## src/rtl/uart_rx_cfg_if.sv

```systemverilog
// rtl/uart_rx_cfg_if.sv - receive-FIFO head handshake bundle for uart_rx_cfg
// Purpose: groups the FIFO head byte, its status flags and the valid/ready pair.
// Ports (master = receiver, slave = consumer):
//   m_data        8  head byte, right-justified, unused MSBs 0
//   m_frame_err   1  head: a stop bit sampled 0
//   m_parity_err  1  head: parity mismatch
//   m_break       1  head: break condition
//   m_valid       1  FIFO not empty
//   m_ready       1  consumer accepts head (driven by slave)
`timescale 1ns/1ps
interface uart_rx_cfg_if;
    logic [7:0] m_data;
    logic       m_frame_err;
    logic       m_parity_err;
    logic       m_break;
    logic       m_valid;
    logic       m_ready;

    modport master (
        output m_data, m_frame_err, m_parity_err, m_break, m_valid,
        input  m_ready
    );

    modport slave (
        input  m_data, m_frame_err, m_parity_err, m_break, m_valid,
        output m_ready
    );
endinterface

```

## src/rtl/uart_rx_cfg.sv

```systemverilog
// rtl/uart_rx_cfg.sv - runtime-configurable UART receiver with majority voting and output FIFO
// Purpose: oversampled UART receiver, 5..8 data bits, none/even/odd parity, 1 or 2
//          stop bits, break detection, results queued in a small FIFO.
// Ports:
//   clk, rst        clock, asynchronous active-high reset
//   uart_rx         serial line, idle high
//   cfg_baud_div    clk cycles per oversample tick (0 behaves as 1)
//   cfg_data_bits   00=5 .. 11=8 data bits
//   cfg_parity      01=even, 10=odd, otherwise none
//   cfg_stop2       1 = two stop bits checked
//   m_if            FIFO head handshake (master side)
//   overrun         1-cycle pulse when a frame is dropped on a full FIFO
//   rx_busy         receiver not idle
//   fifo_count      occupied FIFO entries
`timescale 1ns/1ps
module uart_rx_cfg #(
    parameter int OVERSAMPLE  = 16,
    parameter int DIV_WIDTH   = 16,
    parameter int FIFO_DEPTH  = 4,
    parameter int SYNC_STAGES = 3
) (
    input  logic                              clk,
    input  logic                              rst,
    input  logic                              uart_rx,
    input  logic [DIV_WIDTH-1:0]              cfg_baud_div,
    input  logic [1:0]                        cfg_data_bits,
    input  logic [1:0]                        cfg_parity,
    input  logic                              cfg_stop2,
    uart_rx_cfg_if.master                     m_if,
    output logic                              overrun,
    output logic                              rx_busy,
    output logic [$clog2(FIFO_DEPTH+1)-1:0]   fifo_count
);
    localparam int SW = $clog2(OVERSAMPLE);
    localparam int AW = $clog2(FIFO_DEPTH);
    localparam int CW = $clog2(FIFO_DEPTH+1);
    localparam logic [SW-1:0] SIDX_A   = SW'(OVERSAMPLE/2 - 1);
    localparam logic [SW-1:0] SIDX_B   = SW'(OVERSAMPLE/2);
    localparam logic [SW-1:0] SIDX_DEC = SW'(OVERSAMPLE/2 + 1);
    localparam logic [SW-1:0] SIDX_END = SW'(OVERSAMPLE - 1);

    typedef enum logic [2:0] {
        S_IDLE, S_START, S_DATA, S_PARITY, S_STOP1, S_STOP2, S_BRK_WAIT
    } state_t;

    state_t                  r_state;
    logic [SYNC_STAGES-1:0]  r_sync;
    logic [DIV_WIDTH-1:0]    r_div;
    logic [DIV_WIDTH-1:0]    r_div_cnt;
    logic [SW-1:0]           r_sidx;
    logic [3:0]              r_nbits;
    logic [3:0]              r_bitcnt;
    logic [1:0]              r_par;
    logic                    r_stop2;
    logic                    r_s0, r_s1;
    logic [7:0]              r_shift;
    logic                    r_par_bit;
    logic                    r_stop1;
    logic [10:0]             r_mem [FIFO_DEPTH];
    logic [AW-1:0]           r_wr, r_rd;
    logic [CW-1:0]           r_count;
    logic                    r_overrun;

    logic                    w_rx_s;
    logic [DIV_WIDTH-1:0]    w_div_m1;
    logic                    w_tick, w_dec, w_end, w_bit;
    logic                    w_par_en;
    logic [7:0]              w_data;
    logic                    w_stop1_v, w_stop2_v, w_ones;
    logic                    w_brk, w_ferr, w_perr;
    logic [10:0]             w_entry;
    logic                    w_push, w_full, w_valid, w_pop, w_push_ok;

    assign w_rx_s   = r_sync[SYNC_STAGES-1];
    assign w_div_m1 = (r_div == '0) ? '0 : r_div - DIV_WIDTH'(1);
    assign w_tick   = (r_div_cnt == w_div_m1);
    assign w_dec    = w_tick && (r_sidx == SIDX_DEC);
    assign w_end    = w_tick && (r_sidx == SIDX_END);
    // Two stored samples plus the live sample on the decision tick.
    assign w_bit    = (r_s0 & r_s1) | (r_s0 & w_rx_s) | (r_s1 & w_rx_s);
    assign w_par_en = (r_par == 2'b01) || (r_par == 2'b10);

    // Bits were shifted in from the MSB end, so fewer than 8 need right-justifying.
    assign w_data    = r_shift >> (4'd8 - r_nbits);
    assign w_stop1_v = (r_state == S_STOP1) ? w_bit : r_stop1;
    assign w_stop2_v = (r_state == S_STOP2) ? w_bit : 1'b1;
    assign w_ones    = (^w_data) ^ r_par_bit;
    assign w_brk     = (w_data == 8'h00) && (!w_par_en || !r_par_bit) && !w_stop1_v;
    assign w_ferr    = !w_stop1_v || !w_stop2_v || w_brk;
    assign w_perr    = w_par_en && ((r_par == 2'b01) ? w_ones : !w_ones);
    assign w_entry   = {w_brk, w_perr, w_ferr, (w_brk ? 8'h00 : w_data)};
    assign w_push    = w_dec && (((r_state == S_STOP1) && !r_stop2) || (r_state == S_STOP2));

    assign w_full    = (r_count == CW'(FIFO_DEPTH));
    assign w_valid   = (r_count != '0);
    assign w_pop     = w_valid && m_if.m_ready;
    // A pop in the same cycle frees the slot, so a full FIFO can still accept.
    assign w_push_ok = w_push && (!w_full || w_pop);

    always_ff @(posedge clk or posedge rst) begin
        if (rst) begin
            r_state   <= S_IDLE;
            r_sync    <= '1;
            r_div     <= '0;
            r_div_cnt <= '0;
            r_sidx    <= '0;
            r_nbits   <= 4'd8;
            r_bitcnt  <= '0;
            r_par     <= '0;
            r_stop2   <= 1'b0;
            r_s0      <= 1'b1;
            r_s1      <= 1'b1;
            r_shift   <= '0;
            r_par_bit <= 1'b0;
            r_stop1   <= 1'b1;
        end else begin
            r_sync <= {r_sync[SYNC_STAGES-2:0], uart_rx};
            if (r_state == S_IDLE) begin
                // Holding the counters at zero makes the start edge the period origin.
                r_div_cnt <= '0;
                r_sidx    <= '0;
                if (!w_rx_s) begin
                    r_state  <= S_START;
                    r_div    <= cfg_baud_div;
                    r_nbits  <= 4'd5 + {2'b00, cfg_data_bits};
                    r_par    <= cfg_parity;
                    r_stop2  <= cfg_stop2;
                    r_bitcnt <= '0;
                end
            end else begin
                if (w_tick) begin
                    r_div_cnt <= '0;
                    r_sidx    <= (r_sidx == SIDX_END) ? '0 : r_sidx + SW'(1);
                end else begin
                    r_div_cnt <= r_div_cnt + DIV_WIDTH'(1);
                end
                if (w_tick && (r_sidx == SIDX_A)) r_s0 <= w_rx_s;
                if (w_tick && (r_sidx == SIDX_B)) r_s1 <= w_rx_s;

                case (r_state)
                    S_START: begin
                        if (w_dec && w_bit)
                            r_state <= S_IDLE;
                        else if (w_end)
                            r_state <= S_DATA;
                    end
                    S_DATA: begin
                        if (w_dec) begin
                            r_shift  <= {w_bit, r_shift[7:1]};
                            r_bitcnt <= r_bitcnt + 4'd1;
                        end
                        if (w_end && (r_bitcnt == r_nbits))
                            r_state <= w_par_en ? S_PARITY : S_STOP1;
                    end
                    S_PARITY: begin
                        if (w_dec) r_par_bit <= w_bit;
                        if (w_end) r_state <= S_STOP1;
                    end
                    S_STOP1: begin
                        if (w_dec) begin
                            r_stop1 <= w_bit;
                            if (!r_stop2) r_state <= w_brk ? S_BRK_WAIT : S_IDLE;
                        end else if (w_end && r_stop2) begin
                            r_state <= S_STOP2;
                        end
                    end
                    S_STOP2: begin
                        if (w_dec) r_state <= w_brk ? S_BRK_WAIT : S_IDLE;
                    end
                    S_BRK_WAIT: begin
                        if (w_rx_s) r_state <= S_IDLE;
                    end
                    default: r_state <= S_IDLE;
                endcase
            end
        end
    end

    always_ff @(posedge clk) begin
        if (w_push_ok) r_mem[r_wr] <= w_entry;
    end

    always_ff @(posedge clk or posedge rst) begin
        if (rst) begin
            r_wr      <= '0;
            r_rd      <= '0;
            r_count   <= '0;
            r_overrun <= 1'b0;
        end else begin
            r_overrun <= w_push && w_full && !w_pop;
            if (w_push_ok) r_wr <= r_wr + AW'(1);
            if (w_pop)     r_rd <= r_rd + AW'(1);
            case ({w_push_ok, w_pop})
                2'b10:   r_count <= r_count + CW'(1);
                2'b01:   r_count <= r_count - CW'(1);
                default: r_count <= r_count;
            endcase
        end
    end

    // Head is gated so an empty FIFO presents all zeros regardless of stale storage.
    assign m_if.m_valid      = w_valid;
    assign m_if.m_data       = w_valid ? r_mem[r_rd][7:0] : 8'h00;
    assign m_if.m_frame_err  = w_valid && r_mem[r_rd][8];
    assign m_if.m_parity_err = w_valid && r_mem[r_rd][9];
    assign m_if.m_break      = w_valid && r_mem[r_rd][10];
    assign overrun           = r_overrun;
    assign rx_busy           = (r_state != S_IDLE);
    assign fifo_count        = r_count;
endmodule
```

## src/flat_wrapper.sv

```systemverilog
// flat-port wrapper written by rule: the top's interface ports become plain ports
module uart_rx_cfg_flat 
#(
    parameter int OVERSAMPLE  = 16,
    parameter int DIV_WIDTH   = 16,
    parameter int FIFO_DEPTH  = 4,
    parameter int SYNC_STAGES = 3
)
  (clk, rst, uart_rx, cfg_baud_div, cfg_data_bits, cfg_parity, cfg_stop2, overrun, rx_busy, fifo_count, m_if_m_data, m_if_m_frame_err, m_if_m_parity_err, m_if_m_break, m_if_m_valid, m_if_m_ready);
  uart_rx_cfg_if m_if_i ();
  input  logic clk;
  input  logic rst;
  input  logic uart_rx;
  input  logic [DIV_WIDTH-1:0] cfg_baud_div;
  input  logic [1:0] cfg_data_bits;
  input  logic [1:0] cfg_parity;
  input  logic cfg_stop2;
  output logic overrun;
  output logic rx_busy;
  output logic [$clog2(FIFO_DEPTH+1)-1:0] fifo_count;
  output wire logic [$bits(m_if_i.m_data)-1:0] m_if_m_data;
  output wire logic [$bits(m_if_i.m_frame_err)-1:0] m_if_m_frame_err;
  output wire logic [$bits(m_if_i.m_parity_err)-1:0] m_if_m_parity_err;
  output wire logic [$bits(m_if_i.m_break)-1:0] m_if_m_break;
  output wire logic [$bits(m_if_i.m_valid)-1:0] m_if_m_valid;
  input wire logic [$bits(m_if_i.m_ready)-1:0] m_if_m_ready;
  assign m_if_m_data = m_if_i.m_data;
  assign m_if_m_frame_err = m_if_i.m_frame_err;
  assign m_if_m_parity_err = m_if_i.m_parity_err;
  assign m_if_m_break = m_if_i.m_break;
  assign m_if_m_valid = m_if_i.m_valid;
  assign m_if_i.m_ready = m_if_m_ready;
  uart_rx_cfg #(.OVERSAMPLE(OVERSAMPLE), .DIV_WIDTH(DIV_WIDTH), .FIFO_DEPTH(FIFO_DEPTH), .SYNC_STAGES(SYNC_STAGES)) u_core (.clk(clk), .rst(rst), .uart_rx(uart_rx), .cfg_baud_div(cfg_baud_div), .cfg_data_bits(cfg_data_bits), .cfg_parity(cfg_parity), .cfg_stop2(cfg_stop2), .m_if(m_if_i), .overrun(overrun), .rx_busy(rx_busy), .fifo_count(fifo_count));
endmodule
```

## config.mk

```make
export PLATFORM = sky130hd
export DESIGN_NAME = uart_rx_cfg_flat
export DESIGN_NICKNAME = d
export VERILOG_FILES = /design/src/rtl/uart_rx_cfg_if.sv /design/src/rtl/uart_rx_cfg.sv /design/src/flat_wrapper.sv
export SDC_FILE = /design/constraint.sdc
export NUM_CORES = 1
export LEC_CHECK = 0
export BUFFER_PORTS_ARGS = -buffer_cell sky130_fd_sc_hd__buf_4
export CORE_MARGIN = 2
export CORE_UTILIZATION = 47
export CTS_BUF_LIST = sky130_fd_sc_hd__clkbuf_8
export DETAILED_ROUTE_END_ITERATION = 8
export PLACE_DENSITY = 0.66
export SYNTH_ARGS = -nofsm -noshare
export SYNTH_HDL_FRONTEND = slang
export SYNTH_SLANG_ARGS = --single-unit
```

## constraint.sdc

```tcl
create_clock -name clk -period 12 [get_ports clk]
set_input_delay 1.8 -clock clk [delete_from_list [all_inputs] [get_ports clk]]
set_output_delay 1.8 -clock clk [all_outputs]
set_load 0.01 [all_outputs]
```

; ---- Word level (Yosys, flattened, before mapping)
; Memories as Yosys holds them, arrays and structs flattened.
; Cells that the tools add are included.
[word_totals]
output_inout_bits = 17
regBits = 73
mem_count = 1
elab_cells = 146
mem_bits_rw = 44
in_bits = 25
[memory_table]
columns = memory, words, word_bits, rd, rd_clocked_by_memory_dff, write_ports, line
row1 = u_core.r_mem, 4, 11, 1, 0, 1, uart_rx_cfg.sv:59  ; logic [10:0] r_mem [FIFO_DEPTH];
[op_classes]
mux = 32
bitwise_logic = 8
n_eq_ne = 25
n_shift = 1
n_addsub = 10
reduce_logical = 51
[op_table]
columns = op, n
row1 = 16-bit 2-to-1 mux, 3
row2 = 3-bit 2-to-1 mux, 13
row3 = 4-bit 2-to-1 mux, 7
row4 = 1-bit logical AND, 19
row5 = 3-bit one-hot mux with 6 select lines, 1
row6 = "16-bit by 1-bit adder with 16-bit output, second input constant", 1
row7 = 16-bit equality test, 1
row8 = 16-bit logical NOT, 1
row9 = 8-bit 2-to-1 mux, 2
row10 = "16-bit by 1-bit subtractor with 16-bit output, second input constant", 1
row11 = "3-bit equality test, second input constant", 4
row12 = "4-bit equality test, second input constant", 3
row13 = 3-bit AND reduction, 4
row14 = "3-bit by 1-bit != test with 1-bit output, second input constant", 3
row15 = "4-bit by 1-bit adder with 4-bit output, second input constant", 2
row16 = 1-bit logical NOT, 8
row17 = 8-bit logical NOT, 1
row18 = 8-bit AND reduction, 1
row19 = 2-bit nonzero test, 4
row20 = 8-bit XOR reduction, 1
row21 = 8-bit by 4-bit right shift with 8-bit output, 1
row22 = "3-bit by 2-bit equality test with 1-bit output, second input constant", 2
row23 = 1-bit logical OR, 6
row24 = 3-bit one-hot mux with 2 select lines, 1
row25 = other kinds (23), 37

; ---- Logic depth before layout (Yosys ltp)
[logic_depth]
ltp_word = 11
ltp_mapped = 19

; ---- Least setup slack after synthesis
; OpenSTA, ideal clock, no wires.
[synth_timing]
kind = flip-flop to flip-flop
startpoint = register u_core.r_div[13]
endpoint = register u_core.r_count[2] (netlist: u_core.fifo_count[2])
required_time_ps = 11869
stages_incl_launch_ff = 17
arrival_time_ps = 4028
setup_slack_ps = 7841
setup_time_ps = 131
n_path_buf = 3
path_cell_list = dfrtp_1 buf_6 or4_1 buf_2 or4_4 a311oi_2 o22ai_1 or3_1 or4_4 buf_6 nor3_1 or2_2 fa_1 nand2_1 o21ba_2 a211oi_1 or3_1
[synth_via]
elab_chain_cells = 8
word_cells_on_any_way = 11
[synth_rtl]
columns = element, line
row1 = from (decl), uart_rx_cfg.sv:48  ; logic [DIV_WIDTH-1:0] r_div;
row2 = from (signal assigned), uart_rx_cfg.sv:124  ; r_div <= cfg_baud_div;
row3 = 16-bit by 1-bit subtractor with 16-bit output / 16-bit logical NOT (equally long branches), uart_rx_cfg.sv:75  ; assign w_div_m1 = (r_div == '0) ? '0 : r_div - DIV_WIDTH'(1);
row4 = 16-bit 2-to-1 mux (*), uart_rx_cfg.sv:75
row5 = 16-bit equality test (*), uart_rx_cfg.sv:76  ; assign w_tick = (r_div_cnt == w_div_m1);
row6 = 1-bit logical AND (*), uart_rx_cfg.sv:77  ; assign w_dec = w_tick && (r_sidx == SIDX_DEC);
row7 = 1-bit logical AND (*), uart_rx_cfg.sv:92  ; assign w_push = w_dec && (((r_state == S_STOP1) && !r_stop2) || (r_state == S_STOP2));
row8 = 1-bit logical AND (*), uart_rx_cfg.sv:98  ; assign w_push_ok = w_push && (!w_full || w_pop);
row9 = 2-bit by 1-bit equality test with 1-bit output / 2-bit equality test (equally long branches), uart_rx_cfg.sv:193  ; case ({w_push_ok, w_pop})
row10 = 3-bit one-hot mux with 2 select lines / 2-bit nonzero test (equally long branches), --
row11 = to (signal assigned), uart_rx_cfg.sv:194  ; 2'b10: r_count <= r_count + CW'(1);
row12 = to (signal assigned), uart_rx_cfg.sv:195  ; 2'b01: r_count <= r_count - CW'(1);
row13 = to (signal assigned), uart_rx_cfg.sv:196  ; default: r_count <= r_count;
row14 = to (decl), uart_rx_cfg.sv:61  ; logic [CW-1:0] r_count;
; Mark *: on every way between the ends. The rest lies on a longest branch, timed or not.
; A chain may end at the register's enable or synchronous reset.

; ---- Worst setup path in the final report
[layout_timing]
startpoint = register u_core.r_div[12]
endpoint = register u_core.r_count[2] (netlist: u_core.fifo_count[2])
; The elaborated chain is that of the path after synthesis.

==> results.ini <==
[run_status]
outcome = finished, final reports clean

[die]
initial_core_util_pct = 48.44
ios = 42
fp.dieH_microns = 126.6
coreArea_sq_um = 14590
dieWidth_microns = 126.6
rows = 44
dieArea_sq_um = 16030

[drt]
vias_per_cell = 5.772
drc_errors = 0
ant_nets = 0
wl_microns = 16700
routedWlPerCell_microns = 17.73
dr_total_vias = 5437
drt_iter0_drc = 366
firstDrtPassIters = 5

[clock_tree]
post_cts_buffers = 0
cts_tree = done
clock-root-buffer = clkbuf_8
clockBufferDepth = 2
h-tree-depth = 4
cts-hold-fix-buffers = 0
path_clk_slew_ps = 70
insertion_delay_ps = 440
cts_sinks = 117
cts_buffers = 17
cts_resized = 0

[hold_path]
whs_path_depth = 0
hold_end = u_core.r_sync[1]
min_from = u_core.r_sync[0]
hold_class = flop to flop

[global_routing]
grt.total_usage_pct = 21.88
grt_pass1_vias = 5384
grt_antenna_before_repair = 0
grt_start_max_net_pins = 74
gr-total-overflow = 0
grt_pass1_wl_microns = 27640

[logic_synthesis]
synthAdderAreaFrac_pct = 3.293
yosysTopAreaCell = dfrtp_1
synth_cells = 722
synth.distinct_cells = 73
synth_area_sq_um = 7067
synth.top_cell.area_share_pct = 23.37
synth_edf_count = 44
ys.warnings.count = 0
ys_seq_elements = 117
synth_compound_area_share_pct = 10.78
synth-simple-area-share_pct = 24.06
yosys_most_used_dff = dfrtp_1
synthXorXnorAreaFrac_pct = 4.958
synthesis.nets = 765
ys_top_cells_by_area = dfrtp_1, edfxtp_1, nand2_1, nor2_1, mux4_2
synthMuxAreaShare_pct = 8.322
synth_top_family_by_area = simple AND/OR/NAND/NOR gates
syn_avg_cell_area_sq_um = 9.788
synthArstFlopShare_pct = 62.39
synth_seq_area_share_pct = 44.67

[placed_design]
dp.final_hpwl_microns = 12170
gp_congestion = 0.9030
port_buffers = 41

[timing]
min_period_over_period_pct = 38.69
slew_headroom_pct = 29.50
drv_slew = 0
min_period_ps = 4643
hold_viol = 0
worst_clock_skew_ps = 16.05
setup_viol = 0
fmax_mhz = 215.4
rsz0062_at_grt = false
setup_tns_ps = 0
worst_pin_slew_ps = 1048
hold_ws_ps = 357.0

[power]
peakVddDrop_mv = 0.06568
leakage_nw = 3.236
powerDensity_nw_per_um2 = 138.2

[setup_path]
path_cells = nor4_1 -> nand4_1 -> o21ai_0 -> nand2_1 -> or3_1 -> or4_4 -> nor3_1 -> or2_2 -> fa_1 -> nand2_1 -> o21ba_2 -> a211oi_1 -> or3_1
rrSetupSlack_ps = 7360
max_stage_delay_ps = 950
crit_type = flop to flop
r2r-start = u_core.r_div[12]
r2r_end = u_core.fifo_count[2]
crit_slowest_cell = nor4_1
required_ps = 12310
cp-start-kind = flop
crit_arrival_ps = 4950
worstSetupEndpointType = flop
worst-path-max-fanout = 14
r2r_cells = 13

[final_layout]
nets = 788
antenna_cells = 0
syn_to_final_growth_pct = 10.96
drive_above_1_share_pct = 17.41

[flow_run]
max-cap-violations = 0

-- how the worst max path moves through the flow --
stage | from | end | slack, ps | cells after the start
floorplan | u_core.r_div[13] | u_core.fifo_count[2] | 7840 | 16
global placement | u_core.r_div[12] | u_core.fifo_count[2] | 7590 | 13
detailed placement | u_core.r_div[12] | u_core.fifo_count[2] | 7380 | 13
CTS | u_core.r_div[12] | u_core.fifo_count[2] | 7380 | 13
global route | u_core.r_div[12] | u_core.fifo_count[2] | 6960 | 13
finish | u_core.r_div[12] | u_core.fifo_count[2] | 7360 | 13
-- registers in the layout, summed over array words and instances (netlist names), 2 cells and up --
register           count
u_core.r_mem          44
u_core.fifo_count      3
u_core.r_shift         8
u_core.r_wr            2
u_core.r_sync          3
u_core.r_state         3
u_core.r_div          16
u_core.r_div_cnt      16
u_core.r_sidx          4
u_core.r_rd            2
u_core.r_par           2
u_core.r_nbits         4
u_core.r_bitcnt        4
-- cell type report --
cell class / count / area (sq um)
well taps: 184 / 230.2
clock buffers: 17 / 234.0
repair buffers: 44 / 330.3
multi-input cells: 538 / 3636
inverters: 27 / 101.3
clock inverters: 15 / 152.6
flip-flops and latches: 117 / 3157
fillers: 1278 / 6748
-- logic make-up (layout without fill, tap and decap cells) --
logic type | count (synthesis) | count (layout)
and+or+nand+nor | 328 | 328
adders and majority gates | 18 | 18
DFF | 117 | 117
buffers and inverters | 67 | 103
AOI/OAI and AO/OA | 111 | 111
muxes | 41 | 41
xor gates and xnor gates | 40 | 40
-- per-layer routing --
layer / GRT usage [%] / up-vias / share of wire [%]
li1: - / 2648 / -
met1: 26.78 / 2610 / 42
met2: 37.87 / 149 / 50
met3: 4.935 / 30 / 4.4
met4: 8.016 / 0 / 2.8
met5: 0 / - / 0
-- power by group --
group / internal [mW] / switching [mW] / total [mW]
Combinational: 0.122 / 0.118 / 0.240
Sequential: 0.435 / 0.0531 / 0.488
Clock: 0.185 / 0.170 / 0.355
-- Yosys cell counts, drive strengths merged, types with 3 or more instances --
cell type,number
a211o,3
a211oi,3
a21o,4
a21oi,19
a31oi,8
and2,16
and3,17
and4,3
buf,9
clkbuf,31
dfrtp,66
dfstp,7
edfxtp,44
ha,17
inv,26
mux2,20
mux2i,10
mux4,11
nand2,105
nand2b,13
nand3,24
nand4,12
nor2,69
nor2b,10
nor3,15
nor3b,5
nor4,11
nor4b,5
o211a,3
o211ai,3
o21a,5
o21ai,28
o22ai,5
o31ai,7
or2,4
or3,9
or4,8
xnor2,24
xor2,16
-- worst max-delay path, delay by kind of cell, from the launching register on --
kind / cells / cell delay [ps]
adders and majority gates: 1 / 200
and+or+nand+nor: 9 / 3270
AOI/OAI and AO/OA: 3 / 540
DFF: 1 / 520
-- through the flow --
stage / total power, mW / cell area [sq um] / utilization [%] / worst slack [ps] / cells
after floorplan: 0.6485 / 7067 / - / 7841 / 722
after global placement: 0.7343 / 7455 / 51.10 / 7591 / 910
after detailed placement: 0.7392 / 7455 / 51.10 / 7380 / 910
after CTS: 1.096 / 7841 / 53.75 / 7384 / 942
after global routing: 1.144 / 7841 / 53.75 / 6965 / 942
final: 1.084 / 7841 / 53.75 / 7357 / 942
-- layout by cell type, fill, tap and decap left out, types with 19 or more instances in the layout --
cell type  instances
edfxtp_1          44
inv_1             26
dfrtp_1           66
nand3_1           21
a21oi_1           19
nand2_1          105
xnor2_1           24
nor2_1            65
o21ai_0           26
buf_4             44
Note: power is estimated with default switching activity, not from simulation.
